`config.mk`:
```
export PLATFORM = sky130hd
export DESIGN_NAME = sign_mag_combiner
export DESIGN_NICKNAME = d
export VERILOG_FILES = /design/src/rtl/sign_mag_combiner.sv
export SDC_FILE = /design/constraint.sdc
export NUM_CORES = 1
export LEC_CHECK = 0
export CAP_MARGIN = 10
export CELL_PAD_IN_SITES_DETAIL_PLACEMENT = 1
export CELL_PAD_IN_SITES_GLOBAL_PLACEMENT = 2
export CORE_ASPECT_RATIO = 1.2
export CORE_MARGIN = 4
export CORE_UTILIZATION = 32
export DETAILED_ROUTE_END_ITERATION = 8
export GPL_TIMING_DRIVEN = 1
export PLACE_DENSITY = 0.89
export SYNTH_ARGS = -nofsm -noshare
export SYNTH_HDL_FRONTEND = slang
export SYNTH_SLANG_ARGS = --single-unit
```
`constraint.sdc`:
```
create_clock -name clk -period 13.14 [get_ports clk]
set_input_delay 1.314 -clock clk [delete_from_list [all_inputs] [get_ports clk]]
set_output_delay 1.314 -clock clk [all_outputs]
set_load 0.1 [all_outputs]
```
`src/rtl/sign_mag_combiner.sv`:
```
// sign_mag_combiner
//   Converts a vector of sign/magnitude LLRs into two's-complement LLRs. The
//   datapath is a two-stage ready/valid pipeline. Stage 1 registers the raw
//   sign/magnitude vector. Stage 2 registers the converted vector and drives
//   L directly. The block sustains one vector per cycle while out_ready is
//   high, and holds its contents stable under backpressure.
//
// Parameters
//   W   two's-complement width of one lane (magnitude is W-1 bits)
//   Wc  number of lanes per vector
//
// Ports
//   clk        clock, rising edge
//   rst        synchronous active-high reset
//   in_valid   upstream presents signL/absL
//   in_ready   block accepts the vector this cycle
//   signL      per-lane sign, bit i = lane i, 1 = negative
//   absL       per-lane magnitude, lane i at [(i+1)*(W-1)-1 : i*(W-1)]
//   out_valid  L holds a valid converted vector
//   out_ready  downstream accepts L this cycle
//   L          per-lane two's-complement result, lane i at [(i+1)*W-1 : i*W]
//   word_cnt   number of vectors delivered, wraps at 16 bits
module sign_mag_combiner #(
  parameter int W  = 10,
  parameter int Wc = 32
) (
  input  logic                  clk,
  input  logic                  rst,
  input  logic                  in_valid,
  output logic                  in_ready,
  input  logic [Wc-1:0]         signL,
  input  logic [Wc*(W-1)-1:0]   absL,
  output logic                  out_valid,
  input  logic                  out_ready,
  output logic [Wc*W-1:0]       L,
  output logic [15:0]           word_cnt
);

  localparam int MW = W - 1;

  logic                 vld_p1;
  logic [Wc-1:0]        sign_p1;
  logic [Wc*MW-1:0]     abs_p1;

  logic                 vld_p2;
  logic [Wc*W-1:0]      l_p2;

  logic [Wc*W-1:0]      l_conv;
  logic                 accept;
  logic                 xfer;
  logic                 load_p2;

  // Zero-extending the magnitude before negation makes negative zero map to 0,
  // and the largest magnitude maps to -(2^(W-1)-1). Neither case can overflow.
  function automatic logic signed [W-1:0] sm_to_twos(input logic s,
                                                     input logic [MW-1:0] m);
    logic signed [W-1:0] ext;
    ext = $signed({1'b0, m});
    return s ? -ext : ext;
  endfunction

  // in_ready is forced high during reset. The reset branches below still
  // override whatever that handshake would have loaded.
  assign in_ready = rst || !vld_p1 || !vld_p2 || out_ready;
  assign accept   = in_valid && in_ready;
  assign xfer     = vld_p2 && out_ready;
  assign load_p2  = vld_p1 && (!vld_p2 || out_ready);

  assign out_valid = vld_p2;
  assign L         = l_p2;

  // ---- stage 1: capture sign/magnitude ----
  always_ff @(posedge clk) begin
    if (rst) begin
      vld_p1 <= 1'b0;
    end else if (accept) begin
      vld_p1 <= 1'b1;
    end else if (load_p2) begin
      vld_p1 <= 1'b0;
    end
  end

  always_ff @(posedge clk) begin
    if (accept) begin
      sign_p1 <= signL;
      abs_p1  <= absL;
    end
  end

  always_comb begin
    l_conv = '0;
    for (int i = 0; i < Wc; i++) begin
      l_conv[i*W +: W] = sm_to_twos(sign_p1[i], abs_p1[i*MW +: MW]);
    end
  end

  // ---- stage 2: converted output register ----
  always_ff @(posedge clk) begin
    if (rst) begin
      vld_p2 <= 1'b0;
      l_p2   <= '0;
    end else if (load_p2) begin
      vld_p2 <= 1'b1;
      l_p2   <= l_conv;
    end else if (xfer) begin
      vld_p2 <= 1'b0;
    end
  end

  always_ff @(posedge clk) begin
    if (rst) begin
      word_cnt <= 16'h0000;
    end else if (xfer) begin
      word_cnt <= word_cnt + 16'h0001;
    end
  end

endmodule

```
==> out/summary.md, run 1 <==
The tools report the clock network latency to the later pin of the worst-skew pair as 0.62 ns. The tools report the clock skew as 0.0192 ns. The tightest min-delay check is of the register to register type. The number of nets in the synthesized netlist is 2670. Clock-pin slew was measured on the worst setup and hold paths at 0.06 ns.

The switching power as a share of total power works out to 0.317. Fraction of final layout cells with drive strength greater than 1: 0.0574. The number of max-slew violations in the final report was 0; the per-instance average area after synthesis was 11.6 um2. TritonCTS built the clock tree. The max capacitance violation total is 0, and the register bit count reported by yosys is 658. The relative slew slack came out at 0.222. The number of failing hold endpoints at the final stage came out at 0.

The core box area came out at 0.0824 mm2. Summed over all failing endpoints, the final setup total negative slack is 0 ns. The critical path in this run is classified as input pin to primary output.

The run gives 0.612 as the sequential fraction of the synthesis area. Vertical extent of the die: 325 um. The fraction of met1 tracks used by global routing was 0.213.

The number of top-level pins is 662, and the switching power of the nets is 1.77 mW. Chip width: 272 um. Leaving out fill and tap cells, the most frequent cell in the layout is sky130_fd_sc_hd__clkdlybuf4s50_1.

The pre-antenna-repair detailed-routing pass consisted of 5 iterations. The run finished with clean final reports. The leakage power total is 12.8 nW. The shortest period the worst path allows was 4.75 ns; the clock group share of total power was 0.375. First-pass GRT wire length: 136000 um. The tree built by TritonCTS fans out to 658 sinks. The tools report the combined global-route utilization of all metal layers as 0.196.

Synthesis produced 2313 cells. The logs give 29 for the initial antenna violation count and 0.196 for the power share of the combinational group. Routability-driven placement finished with a final weighted congestion of 0.887. The post-layout worst setup margin is 8.39 ns, and the met3 layer usage reported by global route is 0.0613. For the post-route core utilization, the log shows 0.446.

Entering global routing, the biggest net connects 193 pins. After legalization and detailed placement, the total HPWL measured 67300 um. For the number of cells upsized or downsized after cts, the log shows 0. Data arrives at the worst endpoint at 3.44 ns.

Across the whole layout, storage elements account for 0.0164 mm2. The initialized floorplan defines 115 standard-cell rows. Prior to clock tree synthesis, the placed netlist has a worst setup slack of 8.02 ns. After synthesis, the cell types taking the most area are sky130_fd_sc_hd__edfxtp_1 36%, sky130_fd_sc_hd__dfxtp_1 25%, sky130_fd_sc_hd__a211oi_1 7.2%, sky130_fd_sc_hd__xor2_1 5.8%, sky130_fd_sc_hd__nor2_1 4.1%. The layer carrying the most global-route usage was met2. The maximum clock frequency was 210 MHz.

The first routing iteration left 994 violations. Wires add up to 90200 um. For the number of design rule violations left after detail routing, the log shows 0. The share of Yosys cell area claimed by the top area cell type came out at 0.359. Of all cell types, the one taking the most synthesized area is sky130_fd_sc_hd__edfxtp_1.

The cell area that synthesis handed to floorplanning was 0.0268 mm2. The deepest level of the CTS H-tree is 3. During placement, the flow inserted port buffers numbering 661. The power density relative to cell area is 152 mW/mm2. The worst setup path is captured at a primary output.

For this run the aggregate overflow at the end of global routing stands at 0. CTS placed an instance of sky130_fd_sc_hd__clkbuf_16 at the clock tree root. The starting utilization of the core area was 0.325; the post-route clock period utilization was 0.362. The logs give 11.83 ns for the worst endpoint required time and 22100 for the via count of the first global-routing pass. The remaining antenna violation count was 0; the maximum fanout along the worst path was 6. The logs give 0.107 mV for the maximum ir drop on the vdd rail and 0 for the count of warnings emitted by yosys. After detailed routing, the average wire length per cell comes to 21.9 um. The internal power component came out at 3.83 mW. The clock passes through at most 3 buffers. Using the TritonRoute via totals, the vias-per-cell ratio works out to 4.98.

TritonCTS created 73 clock buffers. For the sequential power share, the log shows 0.430. At the pin with the least slew margin, the transition time is 1.16 ns. Post-CTS timing repair inserted 0 buffers for setup.

The launching element type of the critical path was an input pin. Yosys mapped the design onto 36 distinct sky130hd cell types. Hold repair after CTS inserted 0 buffers.

The logs give 0.359 for the met2 track demand over resource in global routing and 0.00948 mm2 for the area used by multi-input combinational logic. The die covers 0.0883 mm2. Setup violations remaining at the end of the flow were counted as 0. The layout overhead on the synthesized area is 37.3%, and the final layout net count is 3278. The layout has 8772 filler cells.

Detailed routing inserted a total of 20500 vias. The library cells used most frequently in the layout, excluding fill and tap cells, are 658 x sky130_fd_sc_hd__clkdlybuf4s50_1, 338 x sky130_fd_sc_hd__dfxtp_1, 320 x sky130_fd_sc_hd__edfxtp_1. Setup repair after global routing left no endpoint under its margin.
==> path summary, 6_finish.rpt <==
kind                   from     endpoint  slack (ns)  cells past startpoint
hold reg to reg      L[290]       L[290]        0.46                      2
setup reg to reg  out_valid  abs_p1[234]        9.56                      5
setup / recovery  out_ready     in_ready        8.39                      4
hold / removal       L[290]       L[290]        0.46                      2
==> power groups by stage <==
stage / registers (mW) / clock network, mW / logic (mW)
floorplan: 2.93 / 0 / 0.266
global placement: 2.44 / 0 / 1.08
detailed placement: 2.45 / 0 / 1.10
CTS: 2.41 / 2.15 / 1.11
global route: 2.42 / 2.25 / 1.15
finish: 2.41 / 2.10 / 1.10
==> cell type report <==
type                       instances  share of cell area
clock buffer                     105              0.0568
antenna                           20             0.00136
sequential                       658               0.446
timing repair buffer             675               0.183
multi-input combinational       1446               0.258
clock inverter                    30              0.0104
tap                             1111              0.0378
inverter                          67             0.00684
==> cells in the mapped netlist, drive strengths merged <==
| cell | number |
|---|---|
| clkbuf | 83 |
| a21boi | 26 |
| or3 | 51 |
| inv | 67 |
| dfxtp | 338 |
| mux2i | 32 |
| xnor2 | 58 |
| buf | 59 |
| o31ai | 40 |
| xor2 | 176 |
| nand4 | 6 |
| nand2b | 7 |
| a21oi | 71 |
| and3 | 2 |
| or2 | 7 |
| edfxtp | 320 |
| o41ai | 32 |
| and4 | 2 |
| or4 | 52 |
| and2 | 4 |
| or4b | 26 |
| ha | 33 |
| nor2 | 292 |
| o21ai | 94 |
| nor2b | 32 |
| nand2 | 108 |
| o311ai | 14 |
| nand3 | 25 |
| a211oi | 256 |
==> metal layers <==
| metal | vias to the layer above | share of wire |
|---|---|---|
| li1 | 9657 | - |
| met2 | 541 | 0.52 |
| met5 | - | 0.0010 |
| met4 | 14 | 0.032 |
| met3 | 151 | 0.070 |
| met1 | 10100 | 0.38 |
==> kinds of logic (layout without fill, tap and decap cells) <==
group           after synthesis  in the layout  synth area share
compound gates              533            533             0.137
xor+xnor                    234            234            0.0766
fa+ha+maj                    33             33            0.0154
buf+inv                     209            877            0.0343
flops                       658            658             0.612
mux                          32             32            0.0120
other cells                   0             20                 0
simple gates                614            614             0.113
==> per-stage QoR <==
| stage | cells | power [mW] | hold WS (ns) | area (um2) |
|---|---|---|---|---|
| floorplan | 2313 | 3.20 | 0.448 | 26800 |
| global placement | 3957 | 3.52 | 0.446 | 34200 |
| detailed placement | 3957 | 3.55 | 0.452 | 34200 |
| CTS | 4092 | 5.67 | 0.461 | 36700 |
| global route | 4103 | 5.82 | 0.479 | 36700 |
| finish | 4112 | 5.60 | 0.459 | 36800 |
==> flip-flops by register name, summed over array words and instances (netlist names) <==
register	flops
sign_p1	32
L	320
word_cnt	16
out_valid	1
abs_p1	288
vld_p1	1
==> critical path, cell delays in order <==
cell	delay, ns
sky130_fd_sc_hd__clkdlybuf4s50_1	0.49
sky130_fd_sc_hd__nand2b_1	0.26
sky130_fd_sc_hd__or3_1	0.39
sky130_fd_sc_hd__clkdlybuf4s50_1	0.99
Note: power is estimated with default switching activity, not from simulation.
==> run 2: changes to the inputs <==
==> constraint.sdc (replaced) <==
create_clock -name clk -period 4.5 [get_ports clk]
set_input_delay 0.45 -clock clk [delete_from_list [all_inputs] [get_ports clk]]
set_output_delay 0.45 -clock clk [all_outputs]
set_load 0.1 [all_outputs]
==> out/summary.md, run 2 (same netlist as run 1, synthesis figures left out) <==
The run finished with clean final reports. Tracing the worst setup path back leads to its startpoint at out_valid. After floorplanning, the core was divided into 115 placement rows. The number of top-level pins is 662.

TritonCTS built the clock tree. The worst setup slack before clock tree synthesis was 1.39 ns. At the pin with the least slew margin, the transition time is 1.16 ns. The startpoint identified for the worst register-to-register timing path is out_valid.

The path depth of the worst reg2reg path works out to 4. The tree is rooted in a sky130_fd_sc_hd__clkbuf_16. The logs give 3 for the deepest level of the CTS H-tree and 0.0824 mm2 for the core box area.

The final instance area was 0.0369 mm2. The run gives 0.0250 ns as the clock skew. The most common cell after layout, fill and taps aside is sky130_fd_sc_hd__clkdlybuf4s50_1. The logs give 1.33 ns for the post-layout worst setup margin and 0.325 for the starting utilization of the core area. The die covers 0.0883 mm2. The maximum fanout along the worst path is 7, and the power share of the combinational group is 0.197. The clock net in this run drives a total of 658 sinks. Clock group share of total power: 0.374. The area growth from synthesis to layout is 37.9%.

The combined global-route utilization of all metal layers was 0.200. Data on the critical path is required at its endpoint by 4.05 ns. The post-route clock period utilization was 0.706. The run gives 0 as the remaining global-route overflow. For the number of max-slew violations in the final report, the log shows 0. After layout, the minimum clock period comes to 3.17 ns. The floorplan step set the die height to 325 um. The first global-routing pass estimated 137000 um of wire. The setup path with the least slack is of type register to primary output. The tools report the maximum ir drop on the vdd rail as 0.338 mV. The endpoint of the worst register-to-register path was abs_p1[129]. The tools report the critical path data arrival time as 2.72 ns.

For this design the total switching power over the nets is 5.13 mW. For this run, the detailed router's first-pass iteration total came to 5. The number of failing hold endpoints at the final stage came out at 0. The fraction of final layout cells with drive strength greater than 1 is 0.0618, and the number of DRC markers in iteration 0 is 1070.

The initial antenna violation count was 25; the number of buffers on the longest clock path was 3. For this run, design rule violations remaining after detail routing come to 0. In this run the cell area measured after placement is 0.0344 mm2. The element type at the critical path end is a primary output.

Counting instances, the worst hold path has a depth of 2. The max capacitance violation total is 0, and the number of buffers added to fix hold violations after cts is 0. The tools report the leakage power total as 12.9 nW. The run gives 0 as the remaining antenna violation count. Launching element type of the critical path: a register. Setup repair after global routing left no endpoint under its margin. The startpoint identified for the worst hold timing path is rst.

In the routed layout, each cell is associated on average with a via count of 4.99. After layout, the design draws a total of 16.4 mW. The worst setup slack for register-to-register paths came out at 2.15 ns.

The clock-pin slew reported for the worst setup and hold paths after clock tree synthesis came out at 0.06 ns. The detailed-route wire length per cell works out to 22.1 um. The run gives 22200 as the via count of the first global-routing pass. The later pin in the worst-skew pair is clocked with a latency of 0.62 ns. Number of cells upsized or downsized after cts: 0. The flip-flop count of the largest register, all copies and words added is 320.

Port buffering added 661 buffers. The relative slew slack was 0.223; the final layout net count was 3290. The congestion estimate from routability-driven global placement came to 0.873. The post-detailed-placement half-perimeter wirelength was 67600 um.

The internal power component was 11.3 mW. The run gives 72 as the clock buffer count from CTS. Setup total negative slack: 0 ns. Summed over all layers, the routed wires come to 91200 um.

The routed layout has 20600 vias. Post-CTS timing repair inserted 0 buffers for setup. In this run the horizontal extent of the chip is 272 um.

The switching power as a share of total power came out at 0.313. For hold timing, the worst endpoint is L[180]. The setup violation total in the final timing report is 0.

The worst hold path belongs to the class input pin to register. The maximum clock frequency is 315 MHz, and the pin count of the biggest net entering global routing is 89. The library cells used most frequently in the layout, excluding fill and tap cells, are 658 x sky130_fd_sc_hd__clkdlybuf4s50_1, 338 x sky130_fd_sc_hd__dfxtp_1, 320 x sky130_fd_sc_hd__edfxtp_1. The power density relative to cell area is 444 mW/mm2, and the sequential power share is 0.428.
==> run 2: cell types whose count changed in the layout (fill, tap and decap cells not counted), moves of 2 or more <==
cell                         previous run  this run
sky130_fd_sc_hd__inv_16                 0         2
sky130_fd_sc_hd__buf_12                 1         8
sky130_fd_sc_hd__clkinvlp_4             2         0
sky130_fd_sc_hd__clkbuf_16             74        77
sky130_fd_sc_hd__buf_4                 15        21
sky130_fd_sc_hd__inv_6                  2         4
sky130_fd_sc_hd__diode_2               20        18
sky130_fd_sc_hd__clkinv_8               4         0
sky130_fd_sc_hd__clkinv_2               8        13
sky130_fd_sc_hd__clkinv_16              2         0
sky130_fd_sc_hd__clkbuf_8              12         7
sky130_fd_sc_hd__clkinv_1               5         3
==> run 2: per-layer routing <==
metal / vias to the layer above / GRT usage / wire length (um)
li1: 9683 / - / -
met1: 10100 / 0.221 / 34600
met2: 585 / 0.361 / 47000
met3: 171 / 0.0566 / 6100
met4: 12 / 0.0784 / 3450
met5: - / 0 / 90
==> run 2: layout make-up <==
| type | count | area, um2 |
|---|---|---|
| clock inverter | 30 | 349 |
| timing repair buffer | 688 | 6920 |
| multi-input combinational | 1446 | 9480 |
| inverter | 67 | 251 |
| tap | 1111 | 1390 |
| sequential | 658 | 16400 |
| clock buffer | 104 | 2100 |
| fill | 8766 | 45500 |
| antenna | 18 | 45.0 |
==> run 2: power groups by stage <==
stage	Sequential (mW)	Combinational, mW	Clock (mW)
2_1_floorplan	8.52	0.779	0
3_3_place_gp	7.12	3.19	0
3_5_place_dp	7.14	3.25	0
4_1_cts	7.02	3.26	6.30
5_1_grt	7.07	3.39	6.56
6_report	7.02	3.23	6.14
==> run 2: per-stage QoR <==
| step | hold WS (ns) | instances | utilization |
|---|---|---|---|
| floorplan | 0.448 | 2313 | - |
| global route | 0.334 | 4114 | 0.447 |
| CTS | 0.299 | 4104 | 0.447 |
| global placement | 0.445 | 3970 | 0.417 |
| finish | 0.328 | 4122 | 0.448 |
| detailed placement | 0.448 | 3970 | 0.417 |
==> run 2: critical path, stage by stage, from the launching register on <==
cell,delay (ns)
sky130_fd_sc_hd__dfxtp_1,0.45
sky130_fd_sc_hd__nand2b_1,0.19
sky130_fd_sc_hd__or3_2,0.48
sky130_fd_sc_hd__clkdlybuf4s50_1,0.99
==> run 2: worst max path at each step <==
stage | cells past startpoint | slack [ns] | to
3_5_place_dp | 4 | 1.39 | in_ready
4_1_cts | 3 | 1.27 | in_ready
6_report | 3 | 1.33 | in_ready
2_1_floorplan | 3 | 0.29 | abs_p1[0]
5_1_grt | 3 | 1.21 | in_ready
3_3_place_gp | 4 | 1.39 | in_ready
==> run 3: changes to the inputs <==
--- a/config.mk
+++ b/config.mk
@@ -10,10 +10,10 @@
 export CELL_PAD_IN_SITES_GLOBAL_PLACEMENT = 2
 export CORE_ASPECT_RATIO = 1.2
 export CORE_MARGIN = 4
-export CORE_UTILIZATION = 32
+export CORE_UTILIZATION = 29
 export DETAILED_ROUTE_END_ITERATION = 8
 export GPL_TIMING_DRIVEN = 1
-export PLACE_DENSITY = 0.89
+export PLACE_DENSITY = 0.85
 export SYNTH_ARGS = -nofsm -noshare
 export SYNTH_HDL_FRONTEND = slang
 export SYNTH_SLANG_ARGS = --single-unit
==> constraint.sdc (replaced) <==
create_clock -name clk -period 2.6 [get_ports clk]
set_input_delay 0.26 -clock clk [delete_from_list [all_inputs] [get_ports clk]]
set_output_delay 0.26 -clock clk [all_outputs]
set_load 0.1 [all_outputs]
==> out/summary.md, run 3 (same netlist as run 1, synthesis figures left out) <==
The starting utilization of the core area is 0.294. The post-route clock period utilization was 0.819. The first detailed-routing pass took 5 iterations. The tools report the endpoint with the worst hold slack as vld_p1. IR analysis of the VDD net gives a maximum drop of 0.533 mV. The worst endpoint required time came out at 3.13 ns. The maximum fanout along the worst path came out at 4. The tools report the number of failing hold endpoints at the final stage as 0. In this run the power density over the cells is 785 mW/mm2. The longest clock path from root to sink contains 3 buffers. The routed design has 90600 um of wire. Deepest level of the CTS H-tree: 3. The number of design rule violations left after detail routing came out at 0. The combined global-route utilization of all metal layers is 0.179. In this run the worst hold path is classified as input pin to register. The first global-routing pass estimated 133000 um of wire. The count of nets left with antenna violations once routing finished came out at 0. The tools report the number of buffers added to fix hold violations after cts as 0. The most common cell after layout, fill and taps aside was sky130_fd_sc_hd__buf_4. The clock period could shrink to 2.13 ns. Total power for the finished layout comes to 28.7 mW.

The pin count of the biggest net entering global routing is 162, and the clock-pin slew reported for the worst setup and hold paths after clock tree synthesis is 0.06 ns. The tools report the number of top-level pins as 662. The sequential power share came out at 0.424.

For the via count of the first global-routing pass, the log shows 21000. The clock network latency to the later pin of the worst-skew pair is 0.62 ns. The clock buffer count from CTS was 74; the chip width was 285 um. The final instance area was 0.0366 mm2; the critical path data arrival time was 2.66 ns.

After detailed routing, the number of vias per cell comes to 4.73. The number of cells traversed by the worst hold path is 3, and the TritonCTS sink count is 658. Before CTS, the worst setup slack after placement is 0.199 ns. The number of DRC markers in iteration 0 was 866. The fraction of final layout cells with drive strength greater than 1 came out at 0.181.

The number of cells upsized or downsized after cts is 0. The worst setup path is launched from a register. For the relative slew slack, the log shows 0.428. The category of the most critical setup path is register to register. After detailed routing, the average wire length per cell comes to 21.3 um. The switching power as a share of total power works out to 0.311. The tools report the clock group share of total power as 0.384. For this block, the via count after detailed routing is 20100. The launching point of the worst reg2reg path is abs_p1[72].

Power share of the combinational group: 0.192. The run gives 469 MHz as the maximum clock frequency. Clock skew on the completed layout was measured at 0.0293 ns. The tools report the post-layout worst setup margin as 0.470 ns. Buffers added to address setup during post-CTS repair amount to 0. At the pin with the least slew margin, the transition time is 0.858 ns. Core box area: 0.0911 mm2.

Once detailed placement completed, the half-perimeter wirelength came to 68800 um. The logs give 8.92 mW for the switching power of the nets and 0.0339 mm2 for the placed cell area. Measured along the y axis, the die boundary spans 341 um. The worst setup path is captured at a register. Setup repair after global routing left no endpoint under its margin. The setup violation total in the final timing report came out at 0. The clock tree root buffer cell was sky130_fd_sc_hd__clkbuf_16.

The floorplan has 121 rows. The layout overhead on the synthesized area works out to 36.6%. Leaving out fill and tap cells, the most frequent cells in the layout are 366 x sky130_fd_sc_hd__buf_4, 337 x sky130_fd_sc_hd__dfxtp_1, 322 x sky130_fd_sc_hd__clkdlybuf4s50_1. The net count of the finished layout is 3307.

For the leakage power total, the log shows 13.6 nW. Buffers placed on the I/O ports in this run total 661. Number of max-slew violations in the final report: 0. The tools report the endpoint of the worst register-to-register path as L[86]. The flip-flop count of the largest register, all copies and words added is 320, and the internal power component is 19.8 mW. The max capacitance violation total came out at 0. For the initial antenna violation count, the log shows 20.

The remaining global-route overflow is 0, and the path depth of the worst reg2reg path is 6. The total die area was 0.0972 mm2; the final weighted congestion in routability-driven placement was 0.823. The tools report the launch instance of the worst min-delay path as rst. The run finished with clean final reports. The worst setup slack for register-to-register paths came out at 0.47 ns. TritonCTS built the clock tree.
==> run 3: changes by cell type in the layout (fill, tap and decap cells not counted), sizes merged <==
| cell | delta |
|---|---|
| clkdlybuf4s50 | -336 |
| diode | -6 |
| buf | +351 |
| clkinv | -1 |
| clkinvlp | +4 |
| clkbuf | +3 |
| inv | -3 |
==> run 3: worst max-delay path, stage by stage (launching register included) <==
cell,delay [ns]
sky130_fd_sc_hd__edfxtp_1,0.46
sky130_fd_sc_hd__inv_1,0.12
sky130_fd_sc_hd__ha_1,0.19
sky130_fd_sc_hd__or4b_2,0.64
sky130_fd_sc_hd__o21ai_0,0.29
sky130_fd_sc_hd__xor2_1,0.12
sky130_fd_sc_hd__a211oi_1,0.22
==> run 3: area by class of cell <==
class | count | area, um2
fill | 9950 | 54600
sequential | 658 | 16400
multi-input combinational | 1446 | 9490
timing repair buffer | 703 | 6270
clock buffer | 107 | 2240
tap | 1230 | 1540
clock inverter | 30 | 358
inverter | 67 | 251
antenna | 12 | 30.0
==> run 3: per-layer routing <==
metal  GRT usage  routed length, um  up-vias  part of all wire
met1       0.195              34700     9757              0.38
met3      0.0442               5280      128             0.058
met5           0                 80        -           0.00088
met4      0.0680               3050       12             0.034
li1            -                  -     9736                 -
met2       0.333              47500      493              0.52
==> run 3: worst max path at each step <==
stage	startpoint	end	slack [ns]
after floorplan	out_valid	abs_p1[0]	-1.04
after global placement	out_ready	sign_p1[20]	0.20
after detailed placement	out_ready	abs_p1[205]	0.20
after CTS	abs_p1[72]	L[86]	0.47
after global routing	abs_p1[153]	L[178]	0.31
final	abs_p1[72]	L[86]	0.47
==> run 3: through the flow <==
step	setup TNS [ns]	cells	util	hold slack, ns
2_1_floorplan	-332.55	2313	-	0.359
3_3_place_gp	0	4104	0.372	0.443
3_5_place_dp	0	4104	0.372	0.449
4_1_cts	0	4241	0.401	0.0310
5_1_grt	0	4246	0.401	0.0606
6_report	0	4253	0.401	0.0656
==> run 3: power by group through the flow <==
stage	sequential, mW	clock, mW	combinational (mW)
6_report	12.2	11.0	5.50
5_1_grt	12.2	11.8	5.77
2_1_floorplan	14.8	0	1.35
3_5_place_dp	12.4	0	5.55
4_1_cts	12.2	11.3	5.57
3_3_place_gp	12.3	0	5.49
